## config.mk

```make
export PLATFORM = sky130hd
export DESIGN_NAME = prog_loader
export DESIGN_NICKNAME = d
export VERILOG_FILES = /design/src/rtl/prog_loader_pkg.sv /design/src/rtl/prog_word_asm.sv /design/src/rtl/prog_loader.sv
export SDC_FILE = /design/constraint.sdc
export NUM_CORES = 1
export LEC_CHECK = 0
export ABC_CLOCK_PERIOD_IN_PS = 2800
export CAP_MARGIN = 0
export CORE_MARGIN = 3
export CORE_UTILIZATION = 50
export DETAILED_ROUTE_END_ITERATION = 7
export GPL_ROUTABILITY_DRIVEN = 0
export PLACE_DENSITY = 0.81
export SYNTH_ARGS = -nofsm -noshare
export SYNTH_HDL_FRONTEND = slang
export SYNTH_SLANG_ARGS = --single-unit
```

## constraint.sdc

```tcl
create_clock -name clk -period 2.8 [get_ports clk]
set_input_delay 0.56 -clock clk [delete_from_list [all_inputs] [get_ports clk]]
set_output_delay 0.56 -clock clk [all_outputs]
set_load 0.02 [all_outputs]
```

## src/rtl/prog_loader_pkg.sv

```systemverilog
// Shared types and constants for the program loader.
package prog_loader_pkg;

    localparam int unsigned LEN_BYTES = 2;

    typedef enum logic [2:0] {
        ST_IDLE   = 3'd0,
        ST_LEN_HI = 3'd1,
        ST_LEN_LO = 3'd2,
        ST_DATA   = 3'd3,
        ST_WRITE  = 3'd4,
        ST_ERR    = 3'd5
    } state_e;

endpackage

```

## src/rtl/prog_word_asm.sv

```systemverilog
// Byte-to-word assembler: shifts bytes MSB-first and flags the last byte of each word.
module prog_word_asm
    import prog_loader_pkg::*;
#(
    parameter int unsigned DATA_WIDTH = 16
) (
    input  logic                  clk,
    input  logic                  rst,
    input  logic                  clr,
    input  logic                  shift,
    input  logic [7:0]            byte_in,
    output logic [DATA_WIDTH-1:0] word_c,
    output logic                  word_complete_c
);

    localparam int unsigned BYTES = DATA_WIDTH / 8;
    localparam int unsigned CW    = (BYTES > 1) ? $clog2(BYTES) : 1;

    logic [DATA_WIDTH-1:0] word_q;
    logic [CW-1:0]         cnt;

    // Word as it stands once the incoming byte lands in the low lane.
    assign word_c          = DATA_WIDTH'({word_q, byte_in});
    assign word_complete_c = shift && (cnt == CW'(BYTES - 1));

    always_ff @(posedge clk or posedge rst) begin
        if (rst) begin
            word_q <= '0;
            cnt    <= '0;
        end else if (clr) begin
            word_q <= '0;
            cnt    <= '0;
        end else if (shift) begin
            word_q <= word_c;
            cnt    <= word_complete_c ? '0 : cnt + CW'(1);
        end
    end

endmodule

```

## src/rtl/prog_loader.sv

```systemverilog
// Loads a length-prefixed byte stream into program memory while holding the CPU in reset.
module prog_loader
    import prog_loader_pkg::*;
#(
    parameter int unsigned ADDR_WIDTH = 8,
    parameter int unsigned DATA_WIDTH = 16
) (
    input  logic                  clk,
    input  logic                  rst,
    input  logic                  start,
    input  logic [7:0]            in_data,
    input  logic                  in_valid,
    output logic                  in_ready,
    output logic                  we,
    output logic [ADDR_WIDTH-1:0] wa,
    output logic [DATA_WIDTH-1:0] wd,
    output logic                  cpu_hold,
    output logic                  busy,
    output logic                  done,
    output logic                  err
);

    generate
        if ((DATA_WIDTH == 0) || ((DATA_WIDTH % 8) != 0)) begin : g_bad_width
            $error("prog_loader: DATA_WIDTH must be a non-zero multiple of 8");
        end
    endgenerate

    localparam int unsigned MAX_WORDS = 1 << ADDR_WIDTH;

    state_e                state;
    logic [15:0]           len;
    logic [ADDR_WIDTH:0]   remaining;
    logic [ADDR_WIDTH-1:0] addr;

    logic                  xfer_c;
    logic                  start_ok_c;
    logic                  asm_shift_c;
    logic [15:0]           len_c;
    logic                  len_ok_c;
    logic [DATA_WIDTH-1:0] word_c;
    logic                  word_complete_c;

    assign xfer_c      = in_valid & in_ready;
    assign start_ok_c  = start && ((state == ST_IDLE) || (state == ST_ERR));
    assign asm_shift_c = xfer_c && (state == ST_DATA);

    // Full 16-bit length once the low byte arrives; checked at full width.
    assign len_c    = {len[15:8], in_data};
    assign len_ok_c = (len_c != 16'd0) && (32'(len_c) <= MAX_WORDS);

    prog_word_asm #(
        .DATA_WIDTH (DATA_WIDTH)
    ) u_asm (
        .clk             (clk),
        .rst             (rst),
        .clr             (start_ok_c),
        .shift           (asm_shift_c),
        .byte_in         (in_data),
        .word_c          (word_c),
        .word_complete_c (word_complete_c)
    );

    always_ff @(posedge clk or posedge rst) begin
        if (rst) begin
            state     <= ST_IDLE;
            len       <= '0;
            remaining <= '0;
            addr      <= '0;
            in_ready  <= 1'b0;
            we        <= 1'b0;
            wa        <= '0;
            wd        <= '0;
            cpu_hold  <= 1'b0;
            busy      <= 1'b0;
            done      <= 1'b0;
            err       <= 1'b0;
        end else begin
            we   <= 1'b0;
            done <= 1'b0;
            case (state)
                ST_IDLE, ST_ERR: begin
                    if (start) begin
                        state     <= ST_LEN_HI;
                        err       <= 1'b0;
                        addr      <= '0;
                        len       <= '0;
                        remaining <= '0;
                        in_ready  <= 1'b1;
                        busy      <= 1'b1;
                        cpu_hold  <= 1'b1;
                    end
                end
                ST_LEN_HI: begin
                    if (xfer_c) begin
                        len   <= {in_data, len[7:0]};
                        state <= ST_LEN_LO;
                    end
                end
                ST_LEN_LO: begin
                    if (xfer_c) begin
                        len <= len_c;
                        if (len_ok_c) begin
                            remaining <= (ADDR_WIDTH + 1)'(len_c);
                            state     <= ST_DATA;
                        end else begin
                            state    <= ST_ERR;
                            err      <= 1'b1;
                            in_ready <= 1'b0;
                            busy     <= 1'b0;
                        end
                    end
                end
                ST_DATA: begin
                    if (xfer_c && word_complete_c) begin
                        state    <= ST_WRITE;
                        we       <= 1'b1;
                        wa       <= addr;
                        wd       <= word_c;
                        in_ready <= 1'b0;
                    end
                end
                ST_WRITE: begin
                    addr      <= addr + ADDR_WIDTH'(1);
                    remaining <= remaining - (ADDR_WIDTH + 1)'(1);
                    if (remaining == (ADDR_WIDTH + 1)'(1)) begin
                        state    <= ST_IDLE;
                        done     <= 1'b1;
                        busy     <= 1'b0;
                        cpu_hold <= 1'b0;
                    end else begin
                        state    <= ST_DATA;
                        in_ready <= 1'b1;
                    end
                end
                default: begin
                    state    <= ST_IDLE;
                    in_ready <= 1'b0;
                    busy     <= 1'b0;
                    cpu_hold <= err;
                end
            endcase
        end
    end

endmodule
```

==> metrics.md, run 1 <==
| Metric | Value |
|---|---|
| Actual slew at the worst max-slew pin | `1.04 ns` |
| Seq pwr share | `37.0%` |
| Post-CTS setup buffer count | `0` |
| Min Hold Slack | `0.482 ns` |
| CP Capture Type | `register` |
| Clk_skew | `0.0127 ns` |
| Area after DPL | `3750 sq um` |
| CTS root buf | `clkbuf_8` |
| FMAX | `436 MHz` |
| TNS Setup | `0 ns` |
| CP max FO | `10` |
| RSZ-0062 raised after global routing | `false` |
| Fill count | `473` |
| Detailed Routing Iterations Pass 1 | `5` |
| Clock Latency Late Sink | `0.35 ns` |
| Total grt overflow | `0` |
| Yosys warning count | `0` |
| Antenna violations before repair | `0` |
| CP Launch Type | `primary input` |
| Final Hold Viols | `0` |
| Hold-fix buffers, CTS | `0` |
| Placed wire-length estimate | `5.10 mm` |
| Final #Nets | `381` |
| Vias in the first global route | `2642` |
| Cts bufs inserted | `9` |
| Vias | `2666` |
| IO Port Bufs | `41` |
| Sw Share | `39.0%` |
| Post-synthesis simple-gate area fraction | `16.6%` |
| Worst EP arrival | `2.55 ns` |
| Cell Count, Final, Fillers Out | `446` |
| Combinational Power Share | `40.2%` |
| Mapped Area | `3220 sq um` |
| Final setup viols | `0` |
| Final period utilization | `81.9%` |
| Share of the yosys chip area belonging to registers | `52.1%` |
| Vias/cell | `5.98` |
| First-pass GRT wire length | `12.8 mm` |
| MaxCap Viol Count | `0` |
| Pin count of the biggest net entering global routing | `43` |
| WL final | `7.49 mm` |
| Post-synthesis mux area share | `9.68%` |
| Starting density of the core | `53.1%` |
| I/O Pins | `42` |
| DRC Markers | `0` |
| Synth Area in Compound Gates | `16.3%` |
| Syn_nets | `332` |
| Maximum VDD drop | `0.575 mV` |
| Routed Antenna Nets | `0` |
| Pleak | `1.75 nW` |
| Synth cell types | `49` |
| WS Path Type | `in2reg` |
| Largest family of logic cells by synthesized area | `simple AND/OR/NAND/NOR gates` |
| Final slew viol count | `0` |
| Post-Synth Adder-Cell Area | `1.17%` |
| Share of layout cells above drive strength 1 | `16.2%` |
| Post-synth EDFFs | `0` |
| Critical Path RT | `3.06 ns` |
| Syn_area_per_cell | `10.2 sq um` |
| Rows | `28` |
| Post-synth top flop | `dfrtp_1` |
| Total die area | `7430 sq um` |
| Placed insts | `430` |
| Antenna Cells | `0` |
| Die Ht | `86.2 microns` |
| Wire per inst | `16.8 microns` |
| Part of the power in the clock network | `22.8%` |
| Async set-reset flop share out of synthesis | `100%` |
| Int Power | `2.52 mW` |
| Xor and xnor area share after synthesis | `1.09%` |
| Cells after synthesis | `317` |
| Switching power | `1.61 mW` |
| Core ar. | `6060 sq um` |
| PwrDens | `1040 nW/um^2` |
| H-tree depth | `3` |
| Clk sinks | `67` |
| Number of synthesized register bits | `67` |
| Die W | `86.2 microns` |
| Min-delay worst type | `reg2reg` |
| CTS tree | `built` |
| CTS resizes | `0` |
| All-layer global routing usage | `21.7%` |
| Initial DRC Count | `234` |
| Design area | `3990 sq um` |
| Outcome | `complete, no violations` |
| Clock transition at the registers of the reported paths | `0.07 ns` |
| Fin crit period | `2.29 ns` |
| Clock Tree Buf Depth | `2` |
| Slew HR | `30.5%` |
| Synth-to-Final Area Change | `23.9%` |
==> cells in the final DEF, fill, tap and decap left out, drive strengths merged, types with 4 or more instances in the layout <==
cell type      Yosys  final
dfrtp             67     67
nand2             59     59
clkdlybuf4s50      0     41
o21ai             35     35
mux2              25     25
a21oi             19     19
nor2              12     12
clkbuf             8     11
buf                6     11
inv                9     10
nand2b             6      6
o211ai             6      6
nor4               6      6
nor3               5      5
nand3              4      4
a22oi              4      4
and3               4      4
==> path summary, 6_finish.rpt <==
kind                            startpoint            to  slack [ns]  depth (start not counted)
worst max register to register    state[2]  remaining[2]        0.57                          5
max in group asynchronous              rst         wa[1]        1.59                          3
worst min register to register     addr[7]       addr[7]        0.48                          1
worst max-delay path            in_data[0]  remaining[2]        0.51                          6
worst min-delay path               addr[7]       addr[7]        0.48                          1
min in group asynchronous              rst        wd[13]        0.58                          2
==> sequential cells by signal (all words and copies together), names as in the netlist <==
name	flops
len	8
we	1
done	1
wd	16
state	3
addr	8
u_asm.cnt	1
u_asm.word_q	8
in_ready	1
cpu_hold	1
wa	8
remaining	9
err	1
busy	1
==> critical path: stages <==
cell and delay [ns]:
clkdlybuf4s50_1 0.52, or4_4 0.60, o21ai_4 0.17, a31oi_4 0.15
or2_1 0.35, o211ai_1 0.20
==> cell usage after synthesis (all sizes together), types with 2 or more instances <==
master   n  area (sq um)
ha       3          37.5
nand4    2          12.5
a32oi    3          26.3
o21bai   2          15.0
mux2    25           282
and3     4          25.0
o31ai    2          15.0
o21ai   35           186
or4      3          33.8
nor2    12          47.6
buf      6          35.0
nand3b   2          15.0
a22oi    4          30.0
inv      9          33.8
o211ai   6          45.0
nand2b   6          37.5
a21oi   19          95.1
xnor2    3          26.3
nor3     5          25.0
nand3    4          20.0
dfrtp   67          1680
clkbuf   8          30.0
nand2   59           221
mux2i    3          30.0
o311ai   2          17.5
a31oi    3          33.8
nor4     6          52.6
==> layout make-up <==
cell class | instances | area [sq um] | area share (%)
Sequential cell | 67 | 1680 | 42.0
Multi-Input combinational cell | 227 | 1440 | 36.2
Timing Repair Buffer | 52 | 505 | 12.7
Clock buffer | 11 | 151 | 3.80
Tap cell | 75 | 93.8 | 2.35
Clock inverter | 5 | 83.8 | 2.10
Inverter | 9 | 33.8 | 0.847
==> per-layer routing <==
layer / global-route usage (%) / routed length (microns)
met1: 30.2 / 3350
met3: 4.18 / 478
met4: 8.92 / 191
met2: 33.6 / 3470
met5: 0 / 0
==> through the flow <==
stage	util, %	total power, mW	worst slack [ns]
CTS	65.8	4.13	0.531
finish	65.8	4.13	0.505
global placement	61.9	3.12	0.267
floorplan	-	2.63	0.557
global route	65.8	4.39	0.316
detailed placement	61.9	3.17	0.158
==> kinds of logic (layout without fill, tap and decap cells) <==
| family | Yosys count | count (layout) |
|---|---|---|
| AO/OA/AOI/OAI | 83 | 83 |
| XOR/XNOR | 4 | 4 |
| adder cells (fa/ha/maj) | 3 | 3 |
| buffers and inverters | 23 | 77 |
| flip-flops | 67 | 67 |
| multiplexers | 28 | 28 |
| AND/OR/NAND/NOR | 109 | 109 |
==> power by group through the flow <==
stage               registers, mW  logic, mW  clock network (mW)
floorplan                    1.58       1.04                   0
global placement             1.52       1.60                   0
detailed placement           1.53       1.64                   0
CTS                          1.52       1.66               0.953
global route                 1.57       1.83               0.994
finish                       1.53       1.66               0.942
Note: power is estimated with default switching activity, not from simulation.
==> run 2: changes to the inputs <==
Settings changed: ABC_CLOCK_PERIOD_IN_PS 2800 to 1900, PLACE_DENSITY 0.81 to 0.84.
Clock period 2.8 ns to 1.9 ns, I/O delays scaled along.
==> metrics.md, run 2 (same netlist as run 1, synthesis figures left out) <==
| Metric | Value |
|---|---|
| Initial DRC Count | `244 (+4.3%)` |
| RSZ-0062 raised after global routing | `true` |
| Design area | `4260 sq um (+6.7%)` |
| Clk sinks | `67 (unchanged)` |
| FMAX | `505 MHz` |
| DP Worst Slack | `-0.475 ns (-0.633 ns)` |
| TNS Setup | `-0.242 ns (-0.242 ns)` |
| Antenna violations before repair | `0 (unchanged)` |
| Placed insts | `460 (+7.0%)` |
| Vias in the first global route | `2846 (+7.7%)` |
| Cts bufs inserted | `9 (unchanged)` |
| CP Launch Type | `register` |
| Synth-to-Final Area Change | `32.3%` |
| Final Hold Viols | `0 (unchanged)` |
| Vias/cell | `5.94 (-0.64%)` |
| Final slew viol count | `0 (unchanged)` |
| Wire per inst | `17.3 microns (+3.0%)` |
| Most common cell after layout, fill and taps aside | `dfrtp_1` |
| Outcome | `finished, violations left` |
| Delay-heaviest family, CP | `simple AND/OR/NAND/NOR gates` |
| Slew HR | `63.4% (+33 points)` |
| Part of the power in the clock network | `17.4% (-5.4 points)` |
| Final #Nets | `414 (+8.7%)` |
| Commonest cells after routing, fill and taps aside | `dfrtp_1, nand2_1, buf_4` |
| Placed wire-length estimate | `5.54 mm (+8.5%)` |
| Clk_skew | `0.00501 ns (-0.00770 ns)` |
| CTS root buf | `clkbuf_8` |
| Routed Antenna Nets | `0 (unchanged)` |
| Min-delay worst type | `in2async` |
| I/O Pins | `42 (unchanged)` |
| Switching power | `2.52 mW (+56%)` |
| Total grt overflow | `0 (unchanged)` |
| Die Ht | `86.2 microns (unchanged)` |
| Cell Count, Final, Fillers Out | `478 (+7.2%)` |
| Seq pwr share | `34.3% (-2.7 points)` |
| Rows | `28 (unchanged)` |
| Top Registers | `wd: 16 flops, remaining: 9 flops` |
| H-tree depth | `3 (unchanged)` |
| Detailed Routing Iterations Pass 1 | `5 (unchanged)` |
| IO Port Bufs | `41 (unchanged)` |
| Core ar. | `6060 sq um (unchanged)` |
| Critical Path RT | `2.16 ns (-0.90 ns)` |
| Combinational Power Share | `48.2% (+8.0 points)` |
| Min Hold Slack | `0.456 ns (-0.0266 ns)` |
| PwrDens | `1490 nW/um^2 (+44%)` |
| Clock transition at the registers of the reported paths | `0.07 ns (about the same)` |
| Final period utilization | `104%` |
| Worst Path Buf+Inv | `0 (-1)` |
| Final worst slack | `-0.0786 ns (-0.584 ns)` |
| Share of layout cells above drive strength 1 | `25.8% (+9.6 points)` |
| Largest register by flop count | `wd` |
| Clock Latency Late Sink | `0.35 ns (about the same)` |
| Pin count of the biggest net entering global routing | `68 (+58%)` |
| MaxCap Viol Count | `0 (unchanged)` |
| Total die area | `7430 sq um (unchanged)` |
| Failing checks | `setup timing` |
| WL final | `8.27 mm (+10%)` |
| All-layer global routing usage | `22.9% (+1.2 points)` |
| Fill count | `416 (-12%)` |
| Clock Tree Buf Depth | `2 (unchanged)` |
| Post-layout util | `70.2% (+4.4 points)` |
| First-pass GRT wire length | `13.4 mm (+4.6%)` |
| DRC Markers | `0 (unchanged)` |
| Worst EP arrival | `2.23 ns (-0.32 ns)` |
| CP Capture Type | `register` |
| CP max-delay cell | `or4_4` |
| Final setup viols | `7 (+7)` |
| Fin crit period | `1.98 ns` |
| Die W | `86.2 microns (unchanged)` |
| WS Path Type | `reg2reg` |
| Int Power | `3.82 mW (+51%)` |
| FF+latch area | `1680 sq um (unchanged)` |
| Area after DPL | `3980 sq um (+6.1%)` |
| Maximum VDD drop | `0.894 mV (+56%)` |
| Pleak | `1.91 nW (+9.5%)` |
| Max reg flops | `16 (unchanged)` |
| Sw Share | `39.8% (+0.80 points)` |
| Actual slew at the worst max-slew pin | `0.547 ns (-0.490 ns)` |
| Antenna Cells | `0 (unchanged)` |
| Starting density of the core | `53.1% (unchanged)` |
| Critical path, cell by cell | `or4_4, nor4_4, a31oi_4, or2_4, o211ai_1` |
| Vias | `2839 (+6.5%)` |
| Tot Pwr | `6.34 mW (+53%)` |
| CP max FO | `7 (-3)` |
| CTS tree | `built` |
| Multi-input gate area | `1520 sq um (+5.6%)` |
| Crit path largest cell delay | `0.55 ns (-0.05 ns)` |
run 2: worst paths after layout:
path	startpoint	endpoint	slack, ns	cells after the start
setup / recovery	len[9]	remaining[4]	-0.08	5
hold / removal	rst	wa[4]	0.46	3
setup reg to reg	len[9]	remaining[4]	-0.08	5
hold reg to reg	addr[7]	addr[7]	0.49	1
max in group asynchronous	rst	len[14]	1.15	3
min in group clk	addr[7]	addr[7]	0.49	1
run 2: metal layers:
metal / wire length (microns) / global-route usage (%)
met1: 3450 / 29.7
met2: 4040 / 36.5
met3: 519 / 5.23
met4: 252 / 11.0
met5: 0 / 0
run 2: layout make-up:
type                       instances  share of cell area [%]
clock buffer                      12                    3.17
clock inverter                     3                   0.941
inverter                           9                   0.882
multi-input combinational        227                    35.8
sequential                        67                    39.4
tap                               75                    2.20
timing repair buffer              85                    17.6
run 2: what timing repair did:
item	in CTS	in global routing
cloned	0	0
buffers inserted	0	3
resized for setup	7	20
hold buffers	0	0
endpoints found under the setup margin	13	13
endpoints found under the hold margin	0	0
pin swaps	2	6
run 2: worst reg2reg max path, delay by kind of cell, from the launching register on:
family	cells	cell delay (ns)
AND/OR/NAND/NOR	3	1.15
flip-flops	1	0.38
AO/OA/AOI/OAI	2	0.37
run 2: power by group through the flow:
stage               clock (mW)  combinational (mW)  sequential (mW)
floorplan                    0                1.54             2.33
detailed placement           0                2.82             2.17
finish                    1.10                3.06             2.18
CTS                       1.11                2.85             2.16
global placement             0                2.72             2.16
global route              1.17                3.31             2.22
==> run 3: changes to the inputs <==
Settings changed: CTS_CLUSTER_SIZE from default to 20.
==> results of run 3 <==
The final DEF is identical to that of run 2; final timing and power are the same.
